`config.mk`:
```
export PLATFORM = sky130hd
export DESIGN_NAME = uart_rx
export DESIGN_NICKNAME = d
export VERILOG_FILES = /design/src/rtl/uart_pkg.sv /design/src/rtl/uart_rx_sync.sv /design/src/rtl/uart_rx.sv
export SDC_FILE = /design/constraint.sdc
export NUM_CORES = 1
export LEC_CHECK = 0
export CAP_MARGIN = 30
export CORE_MARGIN = 1.5
export CORE_UTILIZATION = 55
export DETAILED_ROUTE_END_ITERATION = 10
export DONT_BUFFER_PORTS = 1
export PLACE_DENSITY = 0.75
export SLEW_MARGIN = 0
export SYNTH_ARGS = -nofsm -noshare
export SYNTH_HDL_FRONTEND = slang
export SYNTH_SLANG_ARGS = --single-unit
```
`constraint.sdc`:
```
create_clock -name clki -period 1.6 [get_ports clki]
set_input_delay 0.16 -clock clki [delete_from_list [all_inputs] [get_ports clki]]
set_output_delay 0.16 -clock clki [all_outputs]
set_load 0.02 [all_outputs]
```
`src/rtl/uart_pkg.sv`:
```
// Shared types and helpers for the UART receive path.
// Parity helper is used only when UART_RX_PARITY_EN is defined.
package uart_pkg;

   typedef enum logic [2:0] {
      IDLE   = 3'd0,
      START  = 3'd1,
      DATA   = 3'd2,
      PARITY = 3'd3,
      STOP   = 3'd4
   } uart_rx_state_e;

   localparam int UART_CLKS_PER_BIT_2M = 25;

   // Returns 1 when data plus received parity bit disagree with the chosen sense.
   function automatic logic parity_err_f(input logic [7:0] data, input logic par_bit,
                                         input logic odd);
      return (^data) ^ par_bit ^ odd;
   endfunction

endpackage

```
`src/rtl/uart_rx_sync.sv`:
```
// Two-flop synchronizer for the serial line plus a falling-edge pulse.
// All flops reset to the idle-high line level.
module uart_rx_sync (
   input  logic clki,
   input  logic rst_n,
   input  logic i_rxd,
   output logic o_rxd_sync,
   output logic o_fall
);

   logic r_meta;
   logic r_sync;
   logic r_sync_d;

   // Synchronizer chain and one-cycle history for edge detection.
   always_ff @(posedge clki or negedge rst_n) begin
      if (!rst_n) begin
         r_meta   <= 1'b1;
         r_sync   <= 1'b1;
         r_sync_d <= 1'b1;
      end else begin
         r_meta   <= i_rxd;
         r_sync   <= r_meta;
         r_sync_d <= r_sync;
      end
   end

   assign o_rxd_sync = r_sync;
   assign o_fall     = r_sync_d & ~r_sync;

endmodule

```
`src/rtl/uart_rx.sv`:
```
// UART receiver, LSB first, idle-high, oversampled on clki, valid/ready byte output.
// Optional parity stage enabled by defining UART_RX_PARITY_EN.
module uart_rx
   import uart_pkg::*;
#(
   parameter int CLKS_PER_BIT = UART_CLKS_PER_BIT_2M,
   parameter int DATA_BITS    = 8,
   parameter int PARITY_ODD   = 0
) (
   input  logic                 clki,
   input  logic                 rst_n,
   input  logic                 i_rxd,
   output logic [DATA_BITS-1:0] o_rx_data,
   output logic                 o_rx_valid,
   input  logic                 i_rx_ready,
   output logic                 o_rx_frame_err,
   output logic                 o_rx_parity_err,
   output logic                 o_rx_overrun,
   output logic                 o_rx_busy
);

   localparam int TW   = $clog2(CLKS_PER_BIT);
   localparam int BW   = $clog2(DATA_BITS);
   localparam int HALF = CLKS_PER_BIT / 2;
   localparam logic [TW-1:0] C_TICK_HALF = TW'(HALF - 1);
   localparam logic [TW-1:0] C_TICK_LAST = TW'(CLKS_PER_BIT - 1);
   localparam logic [BW-1:0] C_BIT_LAST  = BW'(DATA_BITS - 1);

   if (CLKS_PER_BIT < 4 || DATA_BITS < 5 || DATA_BITS > 8 || PARITY_ODD < 0 || PARITY_ODD > 1)
   begin : g_bad_cfg
      $error("uart_rx: unsupported parameter set");
   end

   logic w_sync;
   logic w_fall;

   uart_rx_sync u_sync (
      .clki       (clki),
      .rst_n      (rst_n),
      .i_rxd      (i_rxd),
      .o_rxd_sync (w_sync),
      .o_fall     (w_fall)
   );

   uart_rx_state_e       r_state;
   logic [TW-1:0]        r_tick;
   logic [BW-1:0]        r_bit;
   logic [DATA_BITS-1:0] r_shift;
   logic [DATA_BITS-1:0] r_data;
   logic                 r_valid;
   logic                 r_ferr;
   logic                 r_perr;
   logic                 r_overrun;
   logic                 r_busy;
`ifdef UART_RX_PARITY_EN
   logic                 r_par;
`endif

   // Receive FSM, bit timing, shift register and output holding register.
   always_ff @(posedge clki or negedge rst_n) begin
      if (!rst_n) begin
         r_state   <= IDLE;
         r_tick    <= {TW{1'b0}};
         r_bit     <= {BW{1'b0}};
         r_shift   <= {DATA_BITS{1'b0}};
         r_data    <= {DATA_BITS{1'b0}};
         r_valid   <= 1'b0;
         r_ferr    <= 1'b0;
         r_perr    <= 1'b0;
         r_overrun <= 1'b0;
         r_busy    <= 1'b0;
`ifdef UART_RX_PARITY_EN
         r_par     <= 1'b0;
`endif
      end else begin
         r_overrun <= 1'b0;
         if (r_valid && i_rx_ready) begin
            r_valid <= 1'b0;
         end
         case (r_state)
            IDLE: begin
               if (w_fall) begin
                  r_state <= START;
                  r_tick  <= {TW{1'b0}};
                  r_bit   <= {BW{1'b0}};
                  r_busy  <= 1'b1;
               end
            end
            START: begin
               // Mid-start check rejects short low glitches.
               if (r_tick == C_TICK_HALF) begin
                  r_tick <= {TW{1'b0}};
                  if (!w_sync) begin
                     r_state <= DATA;
                  end else begin
                     r_state <= IDLE;
                     r_busy  <= 1'b0;
                  end
               end else begin
                  r_tick <= r_tick + TW'(1);
               end
            end
            DATA: begin
               if (r_tick == C_TICK_LAST) begin
                  r_tick  <= {TW{1'b0}};
                  r_shift <= {w_sync, r_shift[DATA_BITS-1:1]};
                  if (r_bit == C_BIT_LAST) begin
                     r_bit <= {BW{1'b0}};
`ifdef UART_RX_PARITY_EN
                     r_state <= PARITY;
`else
                     r_state <= STOP;
`endif
                  end else begin
                     r_bit <= r_bit + BW'(1);
                  end
               end else begin
                  r_tick <= r_tick + TW'(1);
               end
            end
`ifdef UART_RX_PARITY_EN
            PARITY: begin
               if (r_tick == C_TICK_LAST) begin
                  r_tick  <= {TW{1'b0}};
                  r_par   <= w_sync;
                  r_state <= STOP;
               end else begin
                  r_tick <= r_tick + TW'(1);
               end
            end
`endif
            STOP: begin
               // Leave mid stop bit so a back-to-back start edge is not missed.
               if (r_tick == C_TICK_LAST) begin
                  r_tick  <= {TW{1'b0}};
                  r_state <= IDLE;
                  r_busy  <= 1'b0;
                  if (r_valid && !i_rx_ready) begin
                     r_overrun <= 1'b1;
                  end else begin
                     r_data  <= r_shift;
                     r_ferr  <= ~w_sync;
                     r_valid <= 1'b1;
`ifdef UART_RX_PARITY_EN
                     r_perr  <= parity_err_f(8'(r_shift), r_par, 1'(PARITY_ODD));
`else
                     r_perr  <= 1'b0;
`endif
                  end
               end else begin
                  r_tick <= r_tick + TW'(1);
               end
            end
            default: begin
               r_state <= IDLE;
               r_busy  <= 1'b0;
            end
         endcase
      end
   end

   assign o_rx_data       = r_data;
   assign o_rx_valid      = r_valid;
   assign o_rx_frame_err  = r_ferr;
   assign o_rx_parity_err = r_perr;
   assign o_rx_overrun    = r_overrun;
   assign o_rx_busy       = r_busy;

endmodule

```
==> results of run 1 <==
state kept, by name, indices dropped and copies added, names as in the netlist:
register and count:
u_sync.o_rxd_sync 1, o_rx_overrun 1, o_rx_busy 1, r_state 3, o_rx_valid 1, r_tick 5
u_sync.r_sync_d 1, o_rx_data 8, r_shift 8, u_sync.r_meta 1, o_rx_frame_err 1, r_bit 3
placed cells by master (no fill, tap or decap), drive strengths merged, types with 3 or more instances in the layout:
cell type  count
a21oi          8
buf           18
nand2         32
ha             4
clkbuf         6
nand3          4
dfrtp         31
o211ai         3
inv            3
mux2          10
dfstp          3
nor2          12
a22o           3
o21ai          7
power groups by stage:
stage	Sequential, mW	Clock [mW]	Combinational [mW]
after floorplan	1.04	0	0.364
after global placement	1.06	0	0.541
final	1.06	0.639	0.692
after CTS	1.05	0.654	0.603
after global routing	1.07	0.684	0.770
after detailed placement	1.07	0	0.570
synthesized netlist by cell type, drive strengths merged (3+ instances only):
library cell and number:
nand3 4, a22o 3, nand2 32, mux2 10
inv 3, ha 4, o21ai 7, nor2 12
buf 4, o211ai 3, dfrtp 31, a21oi 8
dfstp 3
final timing paths:
path | to | slack [ns] | depth (start not counted)
max | r_bit[0] | 0.007 | 6
min | o_rx_overrun | 0.1 | 2
min reg2reg | u_sync.o_rxd_sync | 0.36 | 0
min in group asynchronous | r_bit[2] | 0.25 | 2
max in group asynchronous | u_sync.r_sync_d | 1.10 | 2
max reg2reg | r_bit[0] | 0.007 | 6
kinds of logic (layout without fill, tap and decap cells):
family | count (synthesis) | in the layout | share of synthesized area [%]
other cells | 1 | 1 | 0.234
fa+ha+maj | 4 | 4 | 3.13
simple gates | 66 | 66 | 21.9
flops | 34 | 34 | 53.4
buf+inv | 9 | 30 | 3.13
mux | 10 | 10 | 7.27
compound gates | 26 | 26 | 10.9
per-stage QoR:
stage / hold WS (ns) / util, %
global route: 0.0916 / 68.9
finish: 0.0973 / 68.9
global placement: -0.135 / 62.5
CTS: 0.0791 / 66.9
detailed placement: -0.134 / 62.5
floorplan: -0.136 / -
cell type report:
| type | instances | share of cell area [%] |
|---|---|---|
| sequential | 34 | 45.1 |
| multi-input combinational | 107 | 38.9 |
| inverter | 3 | 0.593 |
| clock buffer | 6 | 2.70 |
| clock inverter | 1 | 1.58 |
| tap | 31 | 2.04 |
| timing repair buffer | 20 | 9.03 |
routing by layer:
layer	global-route usage, %	vias to the layer above	share of wire, %	wire (um)
met5	0	-	0	0
met4	11.0	0	2.3	72
met3	7.03	5	4.7	146
met2	31.4	31	47	1470
met1	30.2	549	46	1440
li1	-	565	-	-
what timing repair did:
action,4_1_cts,5_1_grt
pin swaps,1,1
hold buffers,3,0
hold endpoints to repair,35,0
gates resized for setup,1,12
endpoints found under the setup margin,19,23
buffers inserted,0,1
==> metrics.txt, run 1 <==
# TYPE chip_impl_metric gauge
chip_impl_info{name="run_status",value="finished, final reports clean"} 1
chip_impl_metric{name="finalHoldViolations",unit=""} 0
chip_impl_metric{name="clk_sinks",unit=""} 34
chip_impl_metric{name="detailedRoute.firstIterationViolations",unit=""} 33
chip_impl_metric{name="vias_per_cell",unit=""} 5.69
chip_impl_metric{name="ioPinCount",unit=""} 17
chip_impl_metric{name="wire_per_inst",unit="um"} 15.5
chip_impl_metric{name="antenna_cells_inserted",unit=""} 0
chip_impl_metric{name="yosysWarningCount",unit=""} 0
chip_impl_metric{name="syn_area_per_cell",unit="um2"} 10.7
chip_impl_info{name="critical_path_class",value="reg2reg"} 1
chip_impl_metric{name="grt-ovfl-total",unit=""} 0
chip_impl_metric{name="clock_tree.buffer_depth",unit=""} 2
chip_impl_metric{name="placeableCoreArea",unit="mm2"} 0.00276
chip_impl_metric{name="first_global_vias",unit=""} 1119
chip_impl_metric{name="number_of_antenna_violations_at_the_first_check_in_global_routing",unit=""} 0
chip_impl_metric{name="power_per_cell_area",unit="mW/mm2"} 1260
chip_impl_metric{name="totalNegativeSetupSlack",unit="ns"} 0
chip_impl_metric{name="power_switching",unit="uW"} 738
chip_impl_metric{name="achievable-frequency",unit="MHz"} 628
chip_impl_metric{name="power.combinational.fraction",unit="%"} 28.9
chip_impl_metric{name="final_min_period_over_clock_period",unit="%"} 99.5
chip_impl_metric{name="layout.nets",unit=""} 179
chip_impl_metric{name="number_of_fill_cells",unit=""} 216
chip_impl_metric{name="dp_slack",unit="ns"} -0.0316
chip_impl_metric{name="layout.cells.non_filler",unit=""} 202
chip_impl_metric{name="placed_area",unit="mm2"} 0.00172
chip_impl_metric{name="power_switching_share",unit="%"} 30.8
chip_impl_metric{name="slew_viol_final",unit=""} 0
chip_impl_info{name="worst_path_max_delay_cell",value="sky130_fd_sc_hd__dfrtp_1"} 1
chip_impl_metric{name="grt_pass1_wl",unit="um"} 5270
chip_impl_metric{name="power.leakage",unit="nW"} 0.917
chip_impl_info{name="timing.rr.start",value="r_tick[0]"} 1
chip_impl_metric{name="synth_top_cell_area_share",unit="%"} 48.5
chip_impl_metric{name="required",unit="ns"} 1.83
chip_impl_metric{name="dp.final_hpwl",unit="um"} 2160
chip_impl_metric{name="share_clk_of_total_power",unit="%"} 26.7
chip_impl_metric{name="clock_pin_slew_of_the_registers_on_the_worst_case_setup_and_hold_paths",unit="ns"} 0.09
chip_impl_metric{name="multi_input_area",unit="um2"} 739
chip_impl_metric{name="drc",unit=""} 0
chip_impl_info{name="synthTopCellsByArea",value="sky130_fd_sc_hd__dfrtp_1 48%, sky130_fd_sc_hd__nand2_1 7.3%, sky130_fd_sc_hd__mux2_2 6.3%"} 1
chip_impl_info{name="library_cell_occupying_the_most_area_in_the_post_synthesis_netlist",value="sky130_fd_sc_hd__dfrtp_1"} 1
chip_impl_metric{name="gpl.final_weighted_congestion",unit=""} 0.780
chip_impl_metric{name="standard_cell_row_count",unit=""} 19
chip_impl_metric{name="wire_length_reported_by_the_detailed_router",unit="um"} 3130
chip_impl_metric{name="flow.area_growth_from_synthesis",unit="%"} 18.7
chip_impl_metric{name="tritoncts.num_buffers",unit=""} 5
chip_impl_info{name="timing.hold.worst.start",value="i_rx_ready"} 1
chip_impl_info{name="start_kind",value="flip-flop"} 1
chip_impl_metric{name="drt_pass1_iterations",unit=""} 4
chip_impl_info{name="cts_root_buffer",value="sky130_fd_sc_hd__clkbuf_4"} 1
chip_impl_metric{name="post_route_clock_skew",unit="ns"} 0.00466
chip_impl_metric{name="synth-seq-area-share",unit="%"} 53.4
chip_impl_metric{name="synth.lib_cells_used.distinct",unit=""} 41
chip_impl_info{name="path_delay_family",value="flip-flops"} 1
chip_impl_metric{name="ys_seq_elements",unit=""} 34
chip_impl_metric{name="vias",unit=""} 1150
chip_impl_metric{name="path_buf_inv",unit=""} 1
chip_impl_metric{name="post-route-worst-setup-slack",unit="ns"} 0.00742
chip_impl_metric{name="synth_nets",unit=""} 158
chip_impl_metric{name="die_y",unit="um"} 56.9
chip_impl_metric{name="gr-usage-all-layers",unit="%"} 21.9
chip_impl_metric{name="floorplan.initialDensity",unit="%"} 58.0
chip_impl_metric{name="clk-insertion-delay-late",unit="ns"} 0.34
chip_impl_info{name="tritoncts",value="yes"} 1
chip_impl_info{name="path_cells",value="inv_2, ha_4, and4b_2, a22o_1, nand2_2, mux2_4"} 1
chip_impl_metric{name="critical_path_arrival",unit="ns"} 1.83
chip_impl_metric{name="place.detailed.instances",unit=""} 191
chip_impl_metric{name="buffer_ports.inserted",unit=""} 0
chip_impl_metric{name="max_stage_delay",unit="ns"} 0.40
chip_impl_info{name="rsz0062_at_grt",value="true"} 1
chip_impl_metric{name="finalWorstPathRequiredPeriod",unit="ns"} 1.59
chip_impl_metric{name="mappedNetlistArea",unit="mm2"} 0.00160
chip_impl_metric{name="final_layout_size_suffix_gt1_share",unit="%"} 30.4
chip_impl_metric{name="design.die.area",unit="mm2"} 0.00324
chip_impl_metric{name="ir_drop",unit="mV"} 1.41
chip_impl_metric{name="count_of_antenna_violating_nets_left_after_detailed_routing",unit=""} 0
chip_impl_info{name="holdCritPathClass",value="in2reg"} 1
chip_impl_metric{name="area.sequential",unit="um2"} 857
chip_impl_info{name="crit_path_end_kind",value="flip-flop"} 1
chip_impl_metric{name="drv_cap",unit=""} 0
chip_impl_metric{name="synth_edf_count",unit=""} 0
chip_impl_metric{name="netlist_instances",unit=""} 150
chip_impl_metric{name="finalSetupViolCount",unit=""} 0
chip_impl_metric{name="cell_internal_pwr",unit="mW"} 1.66
chip_impl_metric{name="cp_max_fo",unit=""} 4
chip_impl_info{name="critPathLaunch",value="r_tick[0]"} 1
chip_impl_metric{name="power_frac_seq",unit="%"} 44.4
chip_impl_metric{name="grt_max_degree",unit=""} 35
chip_impl_metric{name="clock_tree.htree_level_count",unit=""} 2
chip_impl_metric{name="fin_total_pwr",unit="mW"} 2.39
chip_impl_metric{name="asyncSetResetFlopFracSynth",unit="%"} 100
chip_impl_info{name="ys.flop_type",value="sky130_fd_sc_hd__dfrtp_1"} 1
chip_impl_metric{name="die-width",unit="um"} 56.9
chip_impl_metric{name="design_area",unit="mm2"} 0.00190
Note: power is estimated with default switching activity, not from simulation.
==> run 2: changes to the inputs <==
--- a/config.mk
+++ b/config.mk
@@ -5,6 +5,7 @@
 export SDC_FILE = /design/constraint.sdc
 export NUM_CORES = 1
 export LEC_CHECK = 0
+export ABC_AREA = 0
 export CAP_MARGIN = 30
 export CORE_MARGIN = 1.5
 export CORE_UTILIZATION = 55
==> results of run 2 <==
Same layout as run 1: the final DEF is identical, and so are final timing and power.
